==> src/rtl/l2_reqs_pbuf.sv <==
// l2_reqs_pbuf: parametrised L2 outstanding-request (MSHR) buffer.
// One entry per miss/upgrade: line address, unstable state and a signed
// invack counter. Outputs are combinational views of the registered table.
module l2_reqs_pbuf #(
    parameter int N_REQS     = 4,
    parameter int LADDR_BITS = 28,
    parameter int SET_BITS   = 9,
    parameter int STATE_BITS = 5,
    parameter int CNT_BITS   = 4,
    localparam int IDX_BITS  = $clog2(N_REQS)
) (
    input  logic                  clk,
    input  logic                  rst,
    input  logic                  alloc_valid,
    output logic                  alloc_ready,
    input  logic [LADDR_BITS-1:0] alloc_addr,
    input  logic [STATE_BITS-1:0] alloc_state,
    output logic [IDX_BITS-1:0]   alloc_idx,
    input  logic                  upd_valid,
    input  logic [IDX_BITS-1:0]   upd_idx,
    input  logic [STATE_BITS-1:0] upd_state,
    input  logic                  free_valid,
    input  logic [IDX_BITS-1:0]   free_idx,
    input  logic                  inv_set_valid,
    input  logic [IDX_BITS-1:0]   inv_set_idx,
    input  logic [CNT_BITS-1:0]   inv_set_cnt,
    input  logic                  inv_dec_valid,
    input  logic [IDX_BITS-1:0]   inv_dec_idx,
    input  logic [LADDR_BITS-1:0] lookup_addr,
    output logic                  lookup_hit,
    output logic [IDX_BITS-1:0]   lookup_idx,
    output logic                  set_conflict,
    output logic [N_REQS-1:0]     inv_done,
    output logic [IDX_BITS:0]     occupancy,
    output logic                  full,
    output logic                  empty,
    output logic                  err
);
    // Sum is two bits wider than the counter so set(min) + cnt(min) - 1 cannot wrap.
    localparam int SW = CNT_BITS + 2;
    localparam logic signed [SW-1:0] CNT_MIN = SW'(-(2 ** (CNT_BITS - 1)));
    localparam logic signed [SW-1:0] CNT_MAX = SW'((2 ** (CNT_BITS - 1)) - 1);
    localparam logic signed [SW-1:0] ONE     = SW'(1);

    logic [N_REQS-1:0]          valid;
    logic [N_REQS-1:0]          loaded;
    logic [LADDR_BITS-1:0]      addr  [N_REQS];
    logic [STATE_BITS-1:0]      state [N_REQS];
    logic signed [CNT_BITS-1:0] cnt   [N_REQS];

    logic signed [SW-1:0]       sum     [N_REQS];
    logic signed [CNT_BITS-1:0] cnt_nxt [N_REQS];
    logic [N_REQS-1:0]          set_hit, dec_hit, under;
    logic                       alloc_fire, err_ev;

    // An index names a live entry only if it is in range and that entry is valid.
    function automatic logic idx_live(input logic [IDX_BITS-1:0] idx,
                                      input logic [N_REQS-1:0] v);
        logic r;
        r = 1'b0;
        for (int i = 0; i < N_REQS; i++)
            if (idx == IDX_BITS'(i) && v[i]) r = 1'b1;
        return r;
    endfunction

    // Per-entry invack arithmetic: add loaded count, subtract one ack, clamp.
    always_comb begin
        for (int i = 0; i < N_REQS; i++) begin
            set_hit[i] = inv_set_valid && (inv_set_idx == IDX_BITS'(i));
            dec_hit[i] = inv_dec_valid && (inv_dec_idx == IDX_BITS'(i));
            sum[i]     = $signed({{2{cnt[i][CNT_BITS-1]}}, cnt[i]});
            if (set_hit[i])
                sum[i] = sum[i] + $signed({{2{inv_set_cnt[CNT_BITS-1]}}, inv_set_cnt});
            if (dec_hit[i])
                sum[i] = sum[i] - ONE;
            under[i]   = 1'b0;
            cnt_nxt[i] = sum[i][CNT_BITS-1:0];
            if (sum[i] < CNT_MIN) begin
                cnt_nxt[i] = CNT_MIN[CNT_BITS-1:0];
                under[i]   = 1'b1;
            end else if (sum[i] > CNT_MAX) begin
                cnt_nxt[i] = CNT_MAX[CNT_BITS-1:0];
            end
        end
    end

    // Table views: lowest free slot, lowest address hit, set conflict, counts.
    always_comb begin
        alloc_ready  = 1'b0;
        alloc_idx    = '0;
        lookup_hit   = 1'b0;
        lookup_idx   = '0;
        set_conflict = 1'b0;
        occupancy    = '0;
        for (int i = N_REQS - 1; i >= 0; i--) begin
            if (!valid[i]) begin
                alloc_ready = 1'b1;
                alloc_idx   = IDX_BITS'(i);
            end
            if (valid[i] && addr[i] == lookup_addr) begin
                lookup_hit = 1'b1;
                lookup_idx = IDX_BITS'(i);
            end
            if (valid[i] && addr[i][SET_BITS-1:0] == lookup_addr[SET_BITS-1:0])
                set_conflict = 1'b1;
            inv_done[i] = valid[i] && loaded[i] && (cnt[i] == '0);
            occupancy   = occupancy + (IDX_BITS+1)'(valid[i]);
        end
        full  = (occupancy == (IDX_BITS+1)'(N_REQS));
        empty = (occupancy == '0);
    end

    // Protocol violations this cycle: ops on dead entries or counter underflow.
    always_comb begin
        alloc_fire = alloc_valid && alloc_ready;
        err_ev = (free_valid    && !idx_live(free_idx, valid))
              || (upd_valid     && !idx_live(upd_idx, valid))
              || (inv_set_valid && !idx_live(inv_set_idx, valid))
              || (inv_dec_valid && !idx_live(inv_dec_idx, valid))
              || |(under & valid & (set_hit | dec_hit));
    end

    // Table update; free is written last so it overrides update/invack on its entry.
    always_ff @(posedge clk) begin
        if (rst) begin
            valid  <= '0;
            loaded <= '0;
            err    <= 1'b0;
            for (int i = 0; i < N_REQS; i++) begin
                addr[i]  <= '0;
                state[i] <= '0;
                cnt[i]   <= '0;
            end
        end else begin
            if (err_ev) err <= 1'b1;
            for (int i = 0; i < N_REQS; i++) begin
                if (alloc_fire && alloc_idx == IDX_BITS'(i)) begin
                    valid[i]  <= 1'b1;
                    addr[i]   <= alloc_addr;
                    state[i]  <= alloc_state;
                    cnt[i]    <= '0;
                    loaded[i] <= 1'b0;
                end
                if (valid[i] && upd_valid && upd_idx == IDX_BITS'(i))
                    state[i] <= upd_state;
                if (valid[i] && (set_hit[i] || dec_hit[i])) begin
                    cnt[i] <= cnt_nxt[i];
                    if (set_hit[i]) loaded[i] <= 1'b1;
                end
                if (valid[i] && free_valid && free_idx == IDX_BITS'(i)) begin
                    valid[i]  <= 1'b0;
                    loaded[i] <= 1'b0;
                end
            end
        end
    end
endmodule

==> config.mk <==
export PLATFORM = sky130hd
export DESIGN_NAME = l2_reqs_pbuf
export DESIGN_NICKNAME = d
export VERILOG_FILES = /design/src/rtl/l2_reqs_pbuf.sv
export SDC_FILE = /design/constraint.sdc
export NUM_CORES = 1
export LEC_CHECK = 0
export CELL_PAD_IN_SITES_DETAIL_PLACEMENT = 2
export CELL_PAD_IN_SITES_GLOBAL_PLACEMENT = 2
export CORE_ASPECT_RATIO = 0.9
export CORE_MARGIN = 1.5
export CORE_UTILIZATION = 38
export CTS_CLUSTER_DIAMETER = 150
export DETAILED_ROUTE_END_ITERATION = 8
export PLACE_DENSITY = 0.88
export SLEW_MARGIN = 15
export SYNTH_ARGS = -nofsm -noshare
export SYNTH_HDL_FRONTEND = slang
export SYNTH_SLANG_ARGS = --single-unit
==> constraint.sdc <==
create_clock -name clk -period 3.1 [get_ports clk]
set_input_delay 0.62 -clock clk [delete_from_list [all_inputs] [get_ports clk]]
set_output_delay 0.62 -clock clk [all_outputs]
set_load 0.02 [all_outputs]
==> metrics, run 1 <==
status=finished with violations; failing checks=negative setup slack; Worst Tran Pin Value=1220 ps; minimum clock period=3440 ps; CTS tree=built; Fillers=1965; R2R cell count=10; Nets=1027; vias in the first global route=8116; maximum number of pins on one net before global-route repair=30; wire per inst=36.8 µm; total power=0.00560 W; Hold Slack=670 ps; area of the multi-input gates=0.00462 mm²; CTS H-tree lvls=4; worst hold stages=2; Clock Tree Root=clkbuf_16; pins over their slew limit=0; Die H=142 µm; most used cell along the critical path=buf_4; full die area=0.0225 mm²; global-route wire length before repair=58200 µm; Bufs on Longest Clock Path=2; gr ovfl total=0; clk_lat worst skew=460 ps; sequential element share of the synthesized area=49.1%; CTS sink count=137; WL final=44700 µm; Static Leakage=4.52 nW; # hold bufs at CTS=0; Final ANT Viol Nets=0; CTS buffer count=17; RSZ-0062 raised after global routing=yes; share of layout cells above drive strength 1=28.3%; Syn Nets=827; Crit Path Category=input pin to output pin; slowest stage delay, CP=360 ps; final setup fails=15; max_slew headroom=18.2%; num ports=102; setup ws final=-335 ps; CP max-delay cell=nor4_4; Yosys top cell area share=46.9%; dominant cells by area after synthesis=edfxtp_1 (47%), xnor2_1 (11%), and2_1 (8.8%); critical path startpoint category=input pin; Max Fclk=291 MHz; Clk pin slew, worst setup/hold paths=70 ps; Post-synth EDFFs=128; Initial Utilization=39.1%; sequential cell area=0.00402 mm²; initial antenna violation count=2; Mapped Area=0.00820 mm²; power per cell area=484 mW/mm²; total negative slack=-1740 ps; gpl congestion=0.884; Worst Setup End Kind=output pin; CP Max Fanout=2; residual DRC count=0; final core utilization=55.2%; Mapped Avg Cell Area=11.5 µm²; input/output buffers=91; required time of the critical path=2480 ps; CP arrival=2820 ps; Starting DRT DRC Count=651; Die X=158 µm; site row count=50; VDD IR-drop max=448 µV; Async SR Flop Fraction=0%; dpl hpwl=23600 µm; Top FF cell, synth=edfxtp_1; Post-Syn Instances=715; maxcap violations=0; hold crit path type=flip-flop to flip-flop; area leader, netlist=edfxtp_1; core area=0.0210 mm²; layout overhead on the synthesized area=41.2%; final-report hold violation count=0; drt pass-1 iters=5; synthesis-stage register bit count=137; synth warn=0; Synth cell types=66; vias per inst=6.20; Vias=7534; critical path cell sequence=dlygate4sd2_1 > buf_4 > buf_4 > xnor2_1 > nand4_1 > nor4_4 > nand3_2 > buf_4 > nand3b_1 > buf_6; crit share post-route=111%; Layout Skew=12.1 ps; gr usage total=37.2%
## timing repair
item,CTS,global route
endpoints found under the setup margin,22,17
setup buffers,10,1
pin swaps,26,14
resized for setup,157,43
## report_power, final
part           internal (W)  leakage (nW)  switching [W]
clock network       0.00128         0.290        0.00101
registers           0.00212          1.42      0.0000929
logic              0.000466          2.81       0.000629
total               0.00387          4.52        0.00173
## critical path, delay by kind of cell
family        cells  cell delay, ps
xor+xnor          1             210
simple gates      4            1030
buf+inv           5             950
## cells in the mapped netlist, types with 6 or more instances
cell type,count
clkbuf_1,29
dfxtp_1,9
edfxtp_1,128
o21ai_0,6
nor4_1,12
nor2_1,19
nand2_1,28
nand3_1,9
mux2i_1,15
nor3_1,12
nand2b_1,11
and2_1,115
xnor2_1,101
nand4_1,29
ha_1,22
a21oi_1,31
inv_1,11
xor2_1,23
## area by class of cell
cell class / instances / share of cell area, %
flip-flops and latches: 137 / 34.8
inverters: 11 / 0.357
multi-input cells: 533 / 39.9
well taps: 286 / 3.09
repair buffers: 215 / 16.7
diodes: 1 / 0.0216
clock buffers: 19 / 3.74
clock inverters: 13 / 1.47
## path summary, 6_finish.rpt
check	to	slack (ps)	from
worst max register to register	err	0	cnt[0][3]
worst min-delay path	loaded[2]	670	loaded[2]
worst max-delay path	lookup_hit	-340	lookup_addr[17]
worst min register to register	loaded[2]	670	loaded[2]
## placed cells by master, fill, tap and decap left out, types with 7 or more instances in the layout
master             n
edfxtp_1         128
and2_1           114
buf_4            109
xnor2_1           70
clkdlybuf4s50_1   49
nand4_1           29
a21oi_1           29
nand2_1           26
ha_1              21
xnor2_2           20
xor2_1            19
nor2_1            19
clkbuf_16         17
dlygate4sd2_1     17
buf_6             15
mux2i_1           12
xnor2_4           11
nand2b_1          11
inv_1             10
nor4_4             9
dfxtp_1            9
nor3_1             8
nand3_1            8
clkdlybuf4s15_2    7
## routing by layer
layer  track usage (%)  part of all wire, %  vias to the layer above
met5                 0                0.029                        -
met4              18.3                  6.0                        2
met3              7.43                  7.5                      193
met2              64.8                   49                      483
met1              43.6                   37                     3871
li1                  -                    -                     2985
## metrics by stage
step,area [µm²],worst slack (ps),instances
floorplan,8200,48.0,715
global placement,10200,-847,1171
detailed placement,10200,-1100,1171
CTS,11400,-162,1213
global route,11600,-416,1214
finish,11600,-335,1215
## flip-flops by register name, indices dropped and copies added, names as in the netlist
signal / flops
valid: 4
addr: 112
loaded: 4
cnt: 16
err: 1
## cell families (layout without fill, tap and decap cells)
group,count (synthesis),after routing,synth area share (%)
DFF,137,137,49.1
buffers and inverters,45,258,2.40
muxes,21,21,2.96
adders and majority gates,27,27,4.58
xor gates and xnor gates,124,124,13.2
AOI/OAI and AO/OA,86,86,7.19
and+or+nand+nor,275,275,20.5
other,0,1,0
(Power assumes the default switching activity.)
==> run 2: changes to the inputs <==
- CORE_UTILIZATION: 38 -> 39
- CTS_CLUSTER_DIAMETER: 150 -> default
- DONT_BUFFER_PORTS: default -> 1
- PLACE_DENSITY: 0.88 -> 0.8
==> run 2 against run 1 <==
The run still ends with negative setup slack left. Hold slack worse by 400 ps. Utilization down 9.9 points. Clock power fell by 11%.
==> metrics, run 2 (synthesized netlist as in run 1, its figures left out) <==
status=finished with violations; failing checks=negative setup slack; gr usage total=25.6%; Final ANT Viol Nets=0; Setup Slack @ Placement=-279 ps; drt pass-1 iters=5; Top reg by flops=addr; site row count=50; Layout Skew=13.4 ps; hold crit path type=input pin to flip-flop; slowest stage delay, CP=400 ps; R2R Setup Slk=110 ps; commonest non-fill, non-tap cell in the layout=edfxtp_1; most frequent cells in the layout=edfxtp_1 (128), and2_1 (115), xnor2_1 (93); full die area=0.0219 mm²; residual DRC count=0; minimum clock period=3160 ps; CTS buffer count=17; layout overhead on the synthesized area=14.5%; maximum number of pins on one net before global-route repair=29; Static Leakage=3.38 nW; WL final=27100 µm; maxcap violations=0; antenna cell count=0; Die X=156 µm; vias in the first global route=6717; Vias=5826; critical path startpoint category=flip-flop; Fillers=2076; CTS tree=built; pins over their slew limit=0; wire per inst=26.3 µm; final-report hold violation count=0; most used cell along the critical path=buf_4; global-route wire length before repair=40800 µm; gpl congestion=0.804; Starting DRT DRC Count=336; RSZ-0062 raised after global routing=yes; Clk pin slew, worst setup/hold paths=60 ps; Worst Setup End Kind=output pin; critical path cell sequence=xnor2_1 > nand4_1 > nor4_2 > buf_4 > nand2_4 > nor4_4 > nor2b_2 > a311oi_2 > buf_4; input/output buffers=0; Max Fclk=317 MHz; share of layout cells above drive strength 1=14.5%; dpl cells=999; CP Max Fanout=2; CP max-delay cell=edfxtp_1; vias per inst=5.65; Clock Tree Root=clkbuf_16; Final Non-Filler Cells=1032; power per cell area=513 mW/mm²; Nets=845; biggest registers after layout=addr x112, cnt x16; gr ovfl total=0; # hold bufs at CTS=0; Worst Tran Pin Value=710 ps; VDD IR-drop max=405 µV; Initial Utilization=39.6%; CTS sink count=137; clk_lat worst skew=440 ps; initial antenna violation count=0; Hold Slack=275 ps; setup ws final=-56.0 ps; Bufs on Longest Clock Path=2; CTS H-tree lvls=4; max_slew headroom=52.3%; num ports=102; Crit Path Category=flip-flop to output pin; required time of the critical path=2480 ps; dpl hpwl=18800 µm; max reg flops=112; Die H=141 µm; core area=0.0207 mm²; CP arrival=2540 ps; crit share post-route=102%; final setup fails=2
-- run 2: cell types whose count changed in the layout (fill, tap and decap cells not counted), moves of 11 or more --
cell             previous run  this run
xnor2_4                    11         0
xnor2_1                    70        93
xnor2_2                    20         8
buf_4                     109        32
buf_6                      15         1
clkdlybuf4s50_1            49         0
dlygate4sd2_1              17         0
-- run 2: worst paths after layout --
kind | startpoint | endpoint | depth (start not counted)
worst max-delay path | addr[3][8] | lookup_idx[1] | 9
worst min-delay path | rst | loaded[1] | 1
worst max register to register | cnt[2][0] | err | 9
worst min register to register | loaded[0] | loaded[0] | 2
-- run 2: where the power goes --
group / internal (W) / leakage (nW) / switching [W]
Combinational: 0.000243 / 1.69 / 0.000350
Clock: 0.00119 / 0.276 / 0.000850
Sequential: 0.00212 / 1.42 / 0.0000617
-- run 2: routing by layer --
metal	global-route usage [%]	up-vias	wire [µm]
li1	-	2616	-
met1	29.7	3011	10900
met2	45.3	163	14000
met3	7.30	36	1560
met4	8.42	0	595
met5	0	-	0
-- run 2: through the flow --
stage | instance area, µm² | power, W | setup TNS [ps] | util [%]
4_1_cts | 9290 | 0.00481 | -36.4 | 44.9
5_1_grt | 9380 | 0.00496 | -374 | 45.3
2_1_floorplan | 8200 | 0.00262 | 0 | -
3_5_place_dp | 8660 | 0.00278 | -287 | 41.8
6_report | 9380 | 0.00482 | -59.3 | 45.3
3_3_place_gp | 8660 | 0.00273 | 0 | 41.8
-- run 2: area by class of cell --
| class | count | area [µm²] | area share (%) |
|---|---|---|---|
| tap | 286 | 358 | 3.81 |
| inverter | 11 | 41.3 | 0.440 |
| clock buffer | 18 | 429 | 4.57 |
| clock inverter | 14 | 149 | 1.59 |
| timing repair buffer | 33 | 251 | 2.68 |
| sequential | 137 | 4020 | 42.9 |
| multi-input combinational | 533 | 4130 | 44.0 |
-- run 2: critical path: cells and delay by family (launching register included) --
family / cells / cell delay, ps
DFF: 1 / 400
AOI/OAI and AO/OA: 1 / 240
buffers and inverters: 2 / 400
xor gates and xnor gates: 1 / 200
and+or+nand+nor: 5 / 860
-- run 2: repair_timing --
item                       4_1_cts  5_1_grt
gates cloned                     0        0
resized for setup                9       15
buffers inserted                 0        1
pin swaps                        2        6
setup endpoints to repair        3        8
==> run 3: changes to the inputs <==
- CAP_MARGIN: default -> 20
==> results of run 3 <==
Final layout, timing and power as in run 2 (identical DEF).
==> edit 1 (settings of run 3) <==
Change the parameter `SET_BITS` from 9 to 18.
--- a/src/rtl/l2_reqs_pbuf.sv
+++ b/src/rtl/l2_reqs_pbuf.sv
@@ -5,5 +5,5 @@
     parameter int N_REQS     = 4,
     parameter int LADDR_BITS = 28,
-    parameter int SET_BITS   = 9,
+    parameter int SET_BITS   = 18,
     parameter int STATE_BITS = 5,
     parameter int CNT_BITS   = 4,
Function: changed (a bounded check fails within 4 cycles, from zero or initial values and one cycle with rst high).
==> edit 1 against run 3 <==
Cell area increased by 0.40%. First-iteration DRC count decreased by 30%. Die area increased by 1.3%. Worst setup slack improved by 0.14 ns. Wire length decreased by 7.5%. Power decreased by 0.83%. Clock skew decreased by 0.0045 ns. Synthesized area increased by 1.3%. Sequential cell count unchanged. Count of clock-buffer cells in the layout decreased by 1. Critical path type unchanged. Largest cell class unchanged. Largest power group unchanged. Highest routed layer unchanged.
==> edit 1: results (changes against run 3) <==
- Fin nets: 839 (-0.71%)
- Net Count, Synth: 826 (-0.12%)
- Vias in the first global route: 6645 (-1.1%)
- Worst-Margin Slew: 0.835 ns (+0.125 ns)
- Register area share after synthesis: 0.484 (-0.00636)
- Status: finished clean
- Vias per cell: 5.58 (-1.1%)
- Synth cell types: 71 (+7.6%)
- FF-to-FF setup slack: 0.23 ns (+0.12 ns)
- Crit path to: lookup_idx[0]
- Worst-Skew Late Latency: 0.43 ns
- Final Hold Vio Count: 0 (unchanged)
- Clk buf depth: 2 (unchanged)
- Layout cells sized above 1: 0.141 (-0.00423)
- First-pass GRT wire length: 39.2 mm (-3.9%)
- Crit-path max FO: 3 (+1)
- 1st-pass router iterations: 4 (-1)
- Worst setup path start: addr[3][2]
- Overflow after GRT: 0 (unchanged)
- Count of input and output buffers: 0 (unchanged)
- Initial antenna violation count: 0 (unchanged)
- H-tree depth: 4 (unchanged)
- R2r startpoint: cnt[3][0]
- Top cells by count, synth: edfxtp_1 (128), and2_1 (113), xnor2_1 (91)
- Clock Skew: 0.00882 ns (-0.00454 ns)
- Cells on worst reg2reg path: 8 (-1)
- CTS root buf: clkbuf_16
- Gpl congestion: 0.829 (+3.1%)
- CP top delay family: simple AND/OR/NAND/NOR gates
- P_leak: 3.44 nW (+1.8%)
- Ys async rst share: 0 (unchanged)
- Worst path slowest cell: nor4_4
- Max VDD drop: 0.000354 V (-13%)
- Min-Delay Path Class: in -> reg
- Total track usage: 0.241 (-0.0149)
- Yosys Warn Count: 0 (unchanged)
- Pin count of the biggest net entering global routing: 30 (+3.4%)
- Number of placed cells counting well taps: 993 (-0.60%)
- N_diodes: 0 (unchanged)
- R2R Path End: cnt[3][1]
- Drt initial violations: 236 (-30%)
- Synth area leaders: edfxtp_1 (46%), xnor2_1 (9.6%), and2_1 (8.5%)
- Crit path DAT: 2.40 ns (-0.14 ns)
- EDFF count, synth: 128 (unchanged)
- Final setup viols: 0 (-2)
- Drt total wl: 25.1 mm (-7.5%)
- Synth Instances: 714 (-0.14%)
- Total number of vias: 5726 (-1.7%)
- Hpwl dp: 18.0 mm (-4.3%)
==> edit 1: cell types whose count changed after synthesis, moves of 6 or more <==
cell      delta
xor2_1       +8
nand2_1     -10
a211oi_1     +9
nand3_1      +6
xnor2_1     -10
a21oi_1      -6
o21a_1       +7
==> edit 1: worst reg2reg max path, delay by kind of cell, from the launching register on <==
| family | cells | cell delay, ns |
|---|---|---|
| multiplexers | 2 | 0.51 |
| AO/OA/AOI/OAI | 2 | 0.67 |
| XOR/XNOR | 1 | 0.19 |
| AND/OR/NAND/NOR | 1 | 0.26 |
| flip-flops | 1 | 0.45 |
| adder cells (fa/ha/maj) | 2 | 0.67 |
==> edit 1: stage by stage <==
step	setup WS, ns	utilization	total power [mW]	area [um2]
finish	0.0845	0.452	4.77	9420
global route	0.00715	0.452	4.94	9420
CTS	-0.0312	0.451	4.80	9390
detailed placement	-0.0573	0.419	2.78	8740
global placement	0.163	0.419	2.73	8740
floorplan	0.0459	-	2.63	8310
==> edit 1: worst min path at each step <==
stage               startpoint         to  slack (ns)  cells past startpoint
floorplan            loaded[2]  loaded[2]        0.44                      2
detailed placement   loaded[2]  loaded[2]        0.48                      2
global route               rst  loaded[1]        0.24                      1
global placement     loaded[2]  loaded[2]        0.46                      2
CTS                        rst   valid[1]        0.25                      1
finish                     rst  loaded[1]        0.26                      1
==> edit 1: cells by family after synthesis <==
family | after synthesis | share of synthesized area
buf+inv | 42 | 0.0250
flops | 137 | 0.484
simple gates | 264 | 0.195
xor+xnor | 122 | 0.129
fa+ha+maj | 27 | 0.0452
mux | 21 | 0.0324
compound gates | 101 | 0.0893
==> edit 1: layer usage <==
metal	global-route usage	part of all wire	vias to the layer above
met1	0.294	0.41	2929
li1	-	-	2633
met2	0.416	0.52	132
met5	0	0	-
met4	0.0722	0.018	0
met3	0.0651	0.053	32
==> edit 1: cell type report <==
type                       instances  area, um2
timing repair buffer              27        228
clock buffer                      17        425
sequential                       137       4030
inverter                           9       37.5
multi-input combinational        535       4200
tap                              286        358
fill                            2068      11400
clock inverter                    15        148
==> edit 1: power breakdown <==
part | switching (mW) | internal [mW]
Combinational | 0.329 | 0.246
Sequential | 0.0619 | 2.12
Clock | 0.944 | 1.07
==> edit 1: timing repair <==
| action | CTS | global route |
|---|---|---|
| buffers inserted | 1 | 0 |
| pin swaps | 3 | 1 |
| gates resized for setup | 12 | 5 |
| endpoints found under the setup margin | 5 | 6 |
| hold endpoints to repair | 0 | 0 |
==> edit 2 (settings of run 3) <==
Made on the original files. Put one more register stage on the output `err`, with the module's reset. The value now appears one clock later. The other outputs are not delayed to match.
--- a/src/rtl/l2_reqs_pbuf.sv
+++ b/src/rtl/l2_reqs_pbuf.sv
@@ -42,4 +42,6 @@
     localparam logic signed [SW-1:0] CNT_MAX = SW'((2 ** (CNT_BITS - 1)) - 1);
     localparam logic signed [SW-1:0] ONE     = SW'(1);
+
+    logic err_s0;
 
     logic [N_REQS-1:0]          valid;
@@ -126,5 +128,5 @@
             valid  <= '0;
             loaded <= '0;
-            err    <= 1'b0;
+            err_s0 <= 1'b0;
             for (int i = 0; i < N_REQS; i++) begin
                 addr[i]  <= '0;
@@ -133,5 +135,5 @@
             end
         end else begin
-            if (err_ev) err <= 1'b1;
+            if (err_ev) err_s0 <= 1'b1;
             for (int i = 0; i < N_REQS; i++) begin
                 if (alloc_fire && alloc_idx == IDX_BITS'(i)) begin
@@ -155,4 +157,12 @@
         end
     end
+    always_ff @(posedge clk) begin
+        if (rst) begin
+            err <= '0;
+        end else begin
+            err <= err_s0;
+        end
+    end
+
 endmodule
 
Formal check against the unedited RTL: not equivalent (Yosys sat finds a counterexample within 4 cycles, from zero or initial values and one cycle with rst high).
==> edit 2 against run 3 <==
The flow still finishes with violations (setup timing). Cell count decreased by 0.97%. Cell area is 1.3% higher. Critical path depth unchanged. Worst setup slack worse by 0.20 ns. Clock skew increased by 0.0082 ns. First-iteration DRC count is 11% higher. Global-route usage fell by 0.74 points. Power increased by 1.4%. Clock power grew 2%. Synthesized area shrank 0.17%. Non-clock buffer count increased by 4. Sequential cell count grew 1. Wire length increased by 3.5%.
==> edit 2: results (changes against run 3) <==
- Pre-CTS worst setup slack: -0.0674 ns (+0.212 ns)
- Synth area leaders: edfxtp_1 (47%), xnor2_1 (11%), and2_1 (8.6%)
- Total track usage: 0.248 (-0.00737)
- Synth cell types: 65 (-1.5%)
- Hold WS: 0.259 ns (-0.0153 ns)
- Fin nets: 835 (-1.2%)
- Status: finished, violations left
- Cell Int Power: 3.47 mW (-2.4%)
- Top cells by count, synth: edfxtp_1 (128), and2_1 (113), xnor2_1 (101)
- Total number of vias: 5880 (+0.93%)
- Drt wl/cell: 27.5 um (+4.5%)
- Clock Skew: 0.0215 ns (+0.00816 ns)
- P_leak: 3.46 nW (+2.3%)
- Net Count, Synth: 817 (-1.2%)
- Post-Place Cell Area: 8660 um2 (about the same)
- Layout cells sized above 1: 0.171 (+0.0264)
- GRT met1 Usage: 0.294 (-0.00305)
- Final setup viols: 3 (+1)
- CP max stage delay: 0.42 ns (+0.02 ns)
- Gpl congestion: 0.829 (+3.2%)
- Crit path DAT: 2.73 ns (+0.19 ns)
- Hpwl dp: 18.2 mm (-3.4%)
- Worst-Margin Slew: 0.664 ns (-0.0458 ns)
- Final worst slack: -0.253 ns (-0.197 ns)
- FF-to-FF setup slack: 0.07 ns (-0.04 ns)
- GRT met2 Usage: 0.427 (-0.0255)
- Failing checks: setup timing
==> edit 2: changes by cell type after synthesis, moves of 3 or more <==
cell      change
buf_2         +5
and4_1        -3
a211oi_1      +6
nand2_1       -8
nor2_1        -4
o211ai_1      -4
o21a_1        +5
a21oi_1      -12
==> edit 2: power by group through the flow <==
stage / logic (mW) / clock network, mW / registers [mW]
floorplan: 0.412 / 0 / 2.22
global placement: 0.515 / 0 / 2.22
detailed placement: 0.552 / 0 / 2.23
CTS: 0.574 / 2.06 / 2.20
global route: 0.638 / 2.17 / 2.21
finish: 0.594 / 2.08 / 2.20
==> edit 2: worst paths after layout <==
path                                  from  depth (start not counted)            end
worst min register to register      err_s0                          1            err
worst min-delay path                   rst                          1       valid[1]
worst max-delay path            addr[3][7]                          9  lookup_idx[1]
worst max register to register   cnt[1][0]                          9         err_s0
==> edit 2: final cells by class <==
type,instances,area (um2)
inverters,11,45.0
clock buffers,17,425
flip-flops and latches,138,4050
fillers,2064,11200
multi-input cells,518,4200
well taps,286,358
clock inverters,15,151
repair buffers,37,282
==> edit 2: metal layers <==
metal / vias to the layer above / part of all wire
met5: - / 0
met4: 0 / 0.028
met3: 56 / 0.059
met2: 193 / 0.52
met1: 3040 / 0.40
li1: 2591 / -
==> edit 2: timing repair <==
item / CTS / global route
endpoints found under the setup margin: 4 / 11
resized for setup: 15 / 23
setup buffers: 0 / 5
gates cloned: 0 / 0
pin swaps: 4 / 14
==> edit 2: stage by stage <==
| step | instances | util | power, mW | TNS, ns |
|---|---|---|---|---|
| 3_5_place_dp | 985 | 0.418 | 2.79 | -0.119 |
| 6_report | 1022 | 0.459 | 4.88 | -0.548 |
| 2_1_floorplan | 705 | - | 2.63 | 0 |
| 4_1_cts | 1017 | 0.451 | 4.83 | -0.0835 |
| 5_1_grt | 1022 | 0.459 | 5.02 | -0.948 |
| 3_3_place_gp | 985 | 0.418 | 2.74 | 0 |
==> edit 2: kinds of logic (layout without fill, tap and decap cells) <==
logic type                 after synthesis  after routing  synth area share
xor gates and xnor gates               124            124             0.133
buffers and inverters                   49             80            0.0243
DFF                                    138            138             0.494
adders and majority gates               27             27            0.0459
and+or+nand+nor                        259            259             0.195
muxes                                   22             22            0.0339
AOI/OAI and AO/OA                       86             86            0.0745
